===== config.mk =====
export PLATFORM = sky130hd
export DESIGN_NAME = mips_debug_ctrl
export DESIGN_NICKNAME = d
export VERILOG_FILES = /design/src/rtl/mips_dbg_pkg.sv /design/src/rtl/dbg_word_tx.sv /design/src/rtl/mips_debug_ctrl.sv
export SDC_FILE = /design/constraint.sdc
export NUM_CORES = 1
export LEC_CHECK = 0
export ABC_AREA = 1
export CAP_MARGIN = 10
export CORE_MARGIN = 8
export CORE_UTILIZATION = 45
export CTS_CLUSTER_DIAMETER = 50
export DETAILED_ROUTE_END_ITERATION = 7
export HOLD_SLACK_MARGIN = 0.06
export PLACE_DENSITY = 0.71
export SETUP_SLACK_MARGIN = 0.3
export SLEW_MARGIN = 20
export SYNTH_ARGS = -nofsm -noshare
export SYNTH_HDL_FRONTEND = slang
export SYNTH_SLANG_ARGS = --single-unit
export TNS_END_PERCENT = 100

===== constraint.sdc =====
create_clock -name i_clk -period 10.05 [get_ports i_clk]
set_clock_uncertainty 0.1 [all_clocks]
set_input_delay 1.5075 -clock i_clk [delete_from_list [all_inputs] [get_ports i_clk]]
set_output_delay 1.5075 -clock i_clk [all_outputs]
set_load 0.03 [all_outputs]

===== src/rtl/mips_dbg_pkg.sv =====
// Shared constants and FSM state type for the MIPS debug controller.
// Latency: none; this package holds only definitions.
// Backpressure: none; this package holds only definitions.
// Optional feature macro: MIPS_DBG_CYCLE_CNT_EN adds the ST_CNT_TX state.
package mips_dbg_pkg;

    localparam logic [7:0] CMD_LOAD = 8'h01;
    localparam logic [7:0] CMD_RUN  = 8'h02;
    localparam logic [7:0] CMD_STEP = 8'h03;
    localparam logic [7:0] CMD_DUMP = 8'h04;

    localparam logic [7:0] RSP_ACK  = 8'hA5;
    localparam logic [7:0] RSP_OVF  = 8'hEF;
    localparam logic [7:0] RSP_ERR  = 8'hEE;

    localparam logic [31:0] HALT_WORD = 32'h0000_0000;

    typedef enum logic [3:0] {
        ST_IDLE,
        ST_LOAD_BYTE,
        ST_LOAD_WR,
        ST_RUN,
        ST_STEP,
        ST_DUMP_REQ,
        ST_DUMP_TX,
        ST_PC_TX,
`ifdef MIPS_DBG_CYCLE_CNT_EN
        ST_CNT_TX,
`endif
        ST_RESP
    } dbg_state_t;

endpackage


===== src/rtl/dbg_word_tx.sv =====
// Serializes one 32-bit word into 4 bytes, MSB first, over a valid/ready byte link.
// Latency: first byte is valid 1 cycle after i_load; each byte takes one accepted cycle.
// Backpressure: data/valid hold while i_tx_ready is low; o_done pulses with the 4th accepted byte.
// Ports: i_clk, i_reset (async, active high), i_load/i_word (start a word),
//        o_tx_data/o_tx_valid/i_tx_ready (byte link), o_done (last byte accepted).
module dbg_word_tx (
    input  logic        i_clk,
    input  logic        i_reset,
    input  logic        i_load,
    input  logic [31:0] i_word,
    input  logic        i_tx_ready,
    output logic [7:0]  o_tx_data,
    output logic        o_tx_valid,
    output logic        o_done
);

    logic [31:0] r_word;
    logic [1:0]  r_cnt;
    logic        r_valid;

    always_ff @(posedge i_clk or posedge i_reset) begin
        if (i_reset) begin
            r_word  <= '0;
            r_cnt   <= '0;
            r_valid <= 1'b0;
        end else if (i_load) begin
            r_word  <= i_word;
            r_cnt   <= '0;
            r_valid <= 1'b1;
        end else if (r_valid && i_tx_ready) begin
            // Shifting zeros in leaves the data bus at 0 once the word is drained.
            r_word <= {r_word[23:0], 8'h00};
            r_cnt  <= r_cnt + 2'd1;
            if (r_cnt == 2'd3) begin
                r_valid <= 1'b0;
            end
        end
    end

    assign o_tx_data  = r_word[31:24];
    assign o_tx_valid = r_valid;
    assign o_done     = r_valid && i_tx_ready && (r_cnt == 2'd3);

endmodule


===== src/rtl/mips_debug_ctrl.sv =====
// Byte-command debug controller: loads IMEM, runs/steps the CPU, dumps registers and PC.
// Latency: commands are decoded the cycle after the byte arrives; responses are registered.
// Backpressure: tx bytes hold until i_tx_ready; rx bytes outside IDLE/LOAD_BYTE are dropped.
// Ports: i_clk, i_reset (async, active high), i_rx_* (command link), o_tx_*/i_tx_ready (response link),
//        o_cpu_enable/o_cpu_reset, o_imem_* (IMEM write), o_reg_addr/i_reg_data/i_pc/i_halt (debug), o_busy.
// Optional feature macro: MIPS_DBG_CYCLE_CNT_EN appends a 32-bit enable-cycle counter to DUMP.
module mips_debug_ctrl
    import mips_dbg_pkg::*;
#(
    parameter int NB_ADDR    = 32,
    parameter int NB_INST    = 32,
    parameter int NB_DATA    = 32,
    parameter int NB_REG     = 5,
    parameter int IMEM_DEPTH = 256
) (
    input  logic               i_clk,
    input  logic               i_reset,
    input  logic [7:0]         i_rx_data,
    input  logic               i_rx_valid,
    output logic [7:0]         o_tx_data,
    output logic               o_tx_valid,
    input  logic               i_tx_ready,
    output logic               o_cpu_enable,
    output logic               o_cpu_reset,
    output logic               o_imem_write,
    output logic [NB_ADDR-1:0] o_imem_addr,
    output logic [NB_INST-1:0] o_imem_data,
    output logic [NB_REG-1:0]  o_reg_addr,
    input  logic [NB_DATA-1:0] i_reg_data,
    input  logic [NB_ADDR-1:0] i_pc,
    input  logic               i_halt,
    output logic               o_busy
);

    localparam logic [NB_ADDR-1:0] LOAD_LIMIT = NB_ADDR'(4 * IMEM_DEPTH);

    dbg_state_t         r_state;
    logic [1:0]         r_byte_cnt;
    logic [NB_INST-1:0] r_word;
    logic [NB_ADDR-1:0] r_load_addr;
    logic               r_imem_write;
    logic [NB_ADDR-1:0] r_imem_addr;
    logic [NB_INST-1:0] r_imem_data;
    logic               r_cpu_enable;
    logic               r_cpu_reset;
    logic [NB_REG-1:0]  r_reg_addr;
    logic               r_rsp_vld;
    logic [7:0]         r_rsp_dat;
    logic               r_ser_load;
    logic [31:0]        r_ser_word;

    logic [7:0]         w_ser_data;
    logic               w_ser_valid;
    logic               w_ser_done;
    logic               w_cpu_enable;

    // Gate with i_halt so the enable is already low in the cycle the halt is seen.
    assign w_cpu_enable = r_cpu_enable && !i_halt;

`ifdef MIPS_DBG_CYCLE_CNT_EN
    logic [31:0] r_cycle_cnt;
    logic        w_exec_start;

    assign w_exec_start = (r_state == ST_IDLE) && i_rx_valid &&
                          ((i_rx_data == CMD_RUN) || (i_rx_data == CMD_STEP));

    always_ff @(posedge i_clk or posedge i_reset) begin
        if (i_reset) begin
            r_cycle_cnt <= '0;
        end else if (w_exec_start) begin
            r_cycle_cnt <= '0;
        end else if (w_cpu_enable && (r_cycle_cnt != 32'hFFFF_FFFF)) begin
            r_cycle_cnt <= r_cycle_cnt + 32'd1;
        end
    end
`endif

    always_ff @(posedge i_clk or posedge i_reset) begin
        if (i_reset) begin
            r_state      <= ST_IDLE;
            r_byte_cnt   <= '0;
            r_word       <= '0;
            r_load_addr  <= '0;
            r_imem_write <= 1'b0;
            r_imem_addr  <= '0;
            r_imem_data  <= '0;
            r_cpu_enable <= 1'b0;
            r_cpu_reset  <= 1'b0;
            r_reg_addr   <= '0;
            r_rsp_vld    <= 1'b0;
            r_rsp_dat    <= '0;
            r_ser_load   <= 1'b0;
            r_ser_word   <= '0;
        end else begin
            r_imem_write <= 1'b0;
            r_ser_load   <= 1'b0;
            case (r_state)
                ST_IDLE: begin
                    if (i_rx_valid) begin
                        case (i_rx_data)
                            CMD_LOAD: begin
                                r_state     <= ST_LOAD_BYTE;
                                r_cpu_reset <= 1'b1;
                                r_load_addr <= '0;
                                r_byte_cnt  <= '0;
                            end
                            CMD_RUN: begin
                                r_state      <= ST_RUN;
                                r_cpu_enable <= 1'b1;
                            end
                            CMD_STEP: begin
                                r_state      <= ST_STEP;
                                r_cpu_enable <= 1'b1;
                            end
                            CMD_DUMP: begin
                                r_state    <= ST_DUMP_REQ;
                                r_reg_addr <= '0;
                            end
                            default: begin
                                r_state   <= ST_RESP;
                                r_rsp_vld <= 1'b1;
                                r_rsp_dat <= RSP_ERR;
                            end
                        endcase
                    end
                end
                ST_LOAD_BYTE: begin
                    if (i_rx_valid) begin
                        r_word     <= {r_word[NB_INST-9:0], i_rx_data};
                        r_byte_cnt <= r_byte_cnt + 2'd1;
                        if (r_byte_cnt == 2'd3) begin
                            r_state <= ST_LOAD_WR;
                        end
                    end
                end
                ST_LOAD_WR: begin
                    if (r_load_addr == LOAD_LIMIT) begin
                        // IMEM is full: the word is discarded and the load ends.
                        r_state   <= ST_RESP;
                        r_rsp_vld <= 1'b1;
                        r_rsp_dat <= RSP_OVF;
                    end else begin
                        r_imem_write <= 1'b1;
                        r_imem_addr  <= r_load_addr;
                        r_imem_data  <= r_word;
                        r_load_addr  <= r_load_addr + NB_ADDR'(4);
                        if (r_word == NB_INST'(HALT_WORD)) begin
                            r_state   <= ST_RESP;
                            r_rsp_vld <= 1'b1;
                            r_rsp_dat <= RSP_ACK;
                        end else begin
                            r_state <= ST_LOAD_BYTE;
                        end
                    end
                end
                ST_RUN: begin
                    if (i_halt) begin
                        r_cpu_enable <= 1'b0;
                        r_state      <= ST_RESP;
                        r_rsp_vld    <= 1'b1;
                        r_rsp_dat    <= RSP_ACK;
                    end
                end
                ST_STEP: begin
                    r_cpu_enable <= 1'b0;
                    r_state      <= ST_RESP;
                    r_rsp_vld    <= 1'b1;
                    r_rsp_dat    <= RSP_ACK;
                end
                ST_DUMP_REQ: begin
                    // o_reg_addr has been stable for a full cycle, so the async read is settled.
                    r_ser_word <= 32'(i_reg_data);
                    r_ser_load <= 1'b1;
                    r_state    <= ST_DUMP_TX;
                end
                ST_DUMP_TX: begin
                    if (w_ser_done) begin
                        if (r_reg_addr == '1) begin
                            r_ser_word <= 32'(i_pc);
                            r_ser_load <= 1'b1;
                            r_state    <= ST_PC_TX;
                        end else begin
                            r_reg_addr <= r_reg_addr + NB_REG'(1);
                            r_state    <= ST_DUMP_REQ;
                        end
                    end
                end
                ST_PC_TX: begin
                    if (w_ser_done) begin
`ifdef MIPS_DBG_CYCLE_CNT_EN
                        r_ser_word <= r_cycle_cnt;
                        r_ser_load <= 1'b1;
                        r_state    <= ST_CNT_TX;
`else
                        r_state    <= ST_IDLE;
`endif
                    end
                end
`ifdef MIPS_DBG_CYCLE_CNT_EN
                ST_CNT_TX: begin
                    if (w_ser_done) begin
                        r_state <= ST_IDLE;
                    end
                end
`endif
                ST_RESP: begin
                    // CPU reset (held since LOAD) is released only once the response is taken.
                    if (i_tx_ready) begin
                        r_rsp_vld   <= 1'b0;
                        r_rsp_dat   <= '0;
                        r_cpu_reset <= 1'b0;
                        r_state     <= ST_IDLE;
                    end
                end
                default: r_state <= ST_IDLE;
            endcase
        end
    end

    dbg_word_tx u_word_tx (
        .i_clk      (i_clk),
        .i_reset    (i_reset),
        .i_load     (r_ser_load),
        .i_word     (r_ser_word),
        .i_tx_ready (i_tx_ready),
        .o_tx_data  (w_ser_data),
        .o_tx_valid (w_ser_valid),
        .o_done     (w_ser_done)
    );

    // The serializer and the single-byte response are never active together.
    assign o_tx_valid   = r_rsp_vld || w_ser_valid;
    assign o_tx_data    = r_rsp_vld ? r_rsp_dat : w_ser_data;
    assign o_cpu_enable = w_cpu_enable;
    assign o_cpu_reset  = r_cpu_reset;
    assign o_imem_write = r_imem_write;
    assign o_imem_addr  = r_imem_addr;
    assign o_imem_data  = r_imem_data;
    assign o_reg_addr   = r_reg_addr;
    assign o_busy       = (r_state != ST_IDLE);

endmodule

==> summary.log <==
qor: route.detail_route.first_pass.iterations 5
qor: run.cap_violations 0
qor: pwr.power.total 3.11 mW
qor: final_layout.ant_diodes 0
qor: setup_path.critical-path-max-stage-delay 0.68 ns
qor: final_layout.final_layout_size_suffix_gt1_share 4.46%
qor: sta.final_min_period_over_clock_period 43.3%
qor: placement.port_buffers 156
qor: global_route.largest_net_degree_at_the_start_of_global_routing 139
qor: global_route.grt_use_total 18.1%
qor: setup_path.cp_max_fo 3
qor: sta.tns 0 ns
qor: setup_path.setup.worst_path.end_class primary output
qor: sta.slew_headroom 33.7%
qor: logic_synthesis.area_share_of_the_largest_cell_type_after_synthesis 54.6%
qor: pwr.power.density 255 nW/um^2
qor: logic_synthesis.synth.yosys.seq_area_share 54.6%
qor: sta.timing_max_transition_violations_final 0
qor: global_route.globalRoute.totalOverflow 0
qor: setup_path.crit_path_top_delay_cell clkdlybuf4s50_1
qor: route.routed_wl_per_cell 15.3 microns
qor: setup_path.timing.critical_path.mode_cell clkdlybuf4s50_1
qor: setup_path.critical_path_buf_inv_count 2
qor: route.totalWireLength 24,400 microns
qor: pwr.cellLeakagePower 5.66 nW
qor: sta.final-hold-violation-count 0
qor: setup_path.timing.critical_path.depth 3
qor: hold_path.worst_hold_path_type reg -> reg
qor: logic_synthesis.netlist.top_cell.by_area dfrtp_1
qor: placement.hpwl 17,100 microns
qor: clock_network.cts_sinks 210
qor: logic_synthesis.post_synth_instance_area 9630 sq um
qor: setup_path.timing.critical_path.from_type input port
qor: floorplan.rows 53
qor: clock_network.cts_setup_buffers 0
qor: logic_synthesis.synthesis.instances 1,168
qor: setup_path.critical_path_arrival 2.75 ns
qor: clock_network.post_cts.resized_instances 0
qor: pwr.worst_ir_drop_vdd 0.000112 V
qor: route.num_vias 8,184
qor: floorplan.chipHeight 162 microns
qor: sta.timing.final.crit_period 4.36 ns
qor: sta.unrepaired_setup_endpoints_after_global_routing false
qor: clock_network.cts.clk_slew.worst_paths 0.06 ns
qor: setup_path.critical_path_required 8.44 ns
qor: route.detail_route.iter0.violations 554
qor: final_layout.final_area 12,200 sq um
qor: floorplan.start_util 45.8%
qor: setup_path.cp_cell_sequence clkdlybuf4s50_1 -> nor2_1 -> clkdlybuf4s50_1
qor: clock_network.cts_buffers 24
qor: placement.post_dp_cell_area 11,300 sq um
qor: route.post-route-drc-count 0
qor: clock_network.insertion_delay_to_the_later_sink_of_the_worst_skew_pair 0.51 ns
qor: logic_synthesis.yosysWarningCount 0
qor: route.ant_nets 0
qor: logic_synthesis.ys_seq_elements 210
qor: clock_network.cts_buffer_depth 3
qor: clock_network.cts_hold_buf 0
qor: logic_synthesis.netlist-cell-type-count 32
qor: floorplan.die_area 26,300 sq um
qor: global_route.grt_pass1_vias 7,897
qor: floorplan.io_pins 159
qor: sta.finalSetupViolations 0
qor: clock_network.tritoncts built
qor: sta.tightestPinTransition 0.993 ns
qor: setup_path.criticalPathCategory in -> out
qor: logic_synthesis.postSynthAreaPerCell 8.25 sq um
qor: logic_synthesis.ys_top_cells_by_area dfrtp_1 55%, nand2_1 13%, o21ai_0 6.9%
qor: global_route.initial_antenna_violation_count 0
qor: global_route.grt_pass1_wl 39,500 microns
qor: final_layout.syn2layout_area_growth 26.7%
qor: sta.fmax 230 MHz
qor: setup_path.cell_family_with_the_largest_share_of_critical_path_delay buffers and inverters
qor: setup_path.worstRegToRegCells 10
qor: clock_network.cts_max_level 1
qor: floorplan.area_of_the_core_region 21,000 sq um
qor: final_layout.postLayoutCoreUtil 58.1%
qor: final_layout.design.final.nets 1,388
qor: floorplan.die_w 162 microns
qor: placement.routabilityCongestion 0.895
qor: route.drt-vias-per-instance 5.12
qor: clock_network.clockRootBuffer clkbuf_16
qor: hold_path.worst_hold_path_stage_count 2
qor: outcome.outcome finished clean
[flip-flops by register name (all words and copies together) (netlist names), 2 cells and up]
signal,flops
o_imem_addr,30
o_imem_data,32
o_reg_addr,5
r_byte_cnt,2
r_load_addr,30
r_rsp_dat,3
r_ser_word,32
r_state,4
r_word,32
u_word_tx.r_cnt,2
u_word_tx.r_word,32
[power breakdown]
group / internal (mW) / total, mW / switching, mW
combinational: 0.373 / 1.01 / 0.639
sequential: 1.05 / 1.19 / 0.138
clock: 0.570 / 0.910 / 0.341
total: 1.99 / 3.11 / 1.12
[layout make-up]
cell class | instances | area [sq um]
timing repair buffer | 161 | 1620
inverter | 102 | 392
fill | 1898 | 8820
clock buffer | 35 | 713
tap | 275 | 344
clock inverter | 9 | 128
multi-input combinational | 805 | 3750
sequential | 210 | 5260
[routing by layer]
metal | wire length [microns] | global-route usage, %
met2 | 11700 | 30.4
met4 | 739 | 6.31
met1 | 10600 | 23.1
met5 | 0 | 0
met3 | 1320 | 3.34
[path summary, 6_finish.rpt]
kind,from,end,slack [ns]
min in group asynchronous,i_reset,o_imem_addr[19]$_DFFE_PP0P_,1.49
max in group asynchronous,i_reset,u_word_tx.r_word[30]$_DFFE_PP0P_,6.86
max reg2reg,r_state[3]$_DFFE_PP0P_,r_ser_word[18]$_DFFE_PP0P_,6.99
min,r_ser_word[0]$_DFFE_PP0P_,u_word_tx.r_word[0]$_DFFE_PP0P_,0.37
max,i_halt,o_cpu_enable,5.69
min reg2reg,r_ser_word[0]$_DFFE_PP0P_,u_word_tx.r_word[0]$_DFFE_PP0P_,0.37
[synth_stat cells (all sizes together)]
| cell type | n |
|---|---|
| nor3 | 25 |
| nor2 | 113 |
| o21ai | 139 |
| clkbuf | 24 |
| dfrtp | 210 |
| a21oi | 9 |
| o211ai | 10 |
| o21bai | 1 |
| o22ai | 12 |
| ha | 7 |
| o21a | 2 |
| inv | 97 |
| a31oi | 32 |
| conb | 1 |
| buf | 28 |
| nand3 | 68 |
| xor2 | 14 |
| or2 | 1 |
| clkinv | 5 |
| a22oi | 17 |
| nand2 | 346 |
| nand4 | 7 |
[stage by stage]
step	hold slack (ns)	std cells	setup WS, ns
floorplan	0.342	1169	2.70
global placement	0.363	1552	5.70
detailed placement	0.363	1552	5.70
CTS	0.376	1596	5.69
global route	0.398	1597	5.67
finish	0.371	1597	5.69
[placed cells by master, fill, tap and decap left out, types with 2 or more instances in the layout]
master,count
nand2_1,342
a31oi_1,32
clkinv_2,5
clkbuf_8,5
inv_2,3
o22ai_1,12
conb_1,2
o21a_1,2
a22oi_1,17
clkinv_1,4
nand4_1,7
o21ai_0,133
nand3_1,68
nor2_1,110
clkdlybuf4s50_1,156
a21oi_1,9
ha_1,7
clkbuf_1,5
nor3_1,25
xor2_1,14
bufinv_16,3
clkbuf_16,25
dfrtp_1,210
o21ai_1,4
o211ai_1,10
nor2_4,2
nand2_4,3
inv_1,93
buf_4,4
[worst reg2reg max path: stages, from the launching register on]
cell	delay [ns]
dfrtp_1	0.41
inv_1	0.09
nand2_1	0.08
inv_1	0.14
nand2_4	0.26
inv_2	0.61
nand2_1	0.27
o21ai_4	0.18
buf_4	0.50
nor2_1	0.17
a31oi_1	0.19
[cell families (layout without fill, tap and decap cells)]
logic type	count (synthesis)	count (layout)	share of synthesized area, %
buffers and inverters	154	307	6.77
other	1	2	0.0389
AND/OR/NAND/NOR	560	560	23.5
AO/OA/AOI/OAI	222	222	12.9
XOR/XNOR	14	14	1.27
adder cells (fa/ha/maj)	7	7	0.909
flip-flops	210	210	54.6
Note: power is estimated with default switching activity, not from simulation.
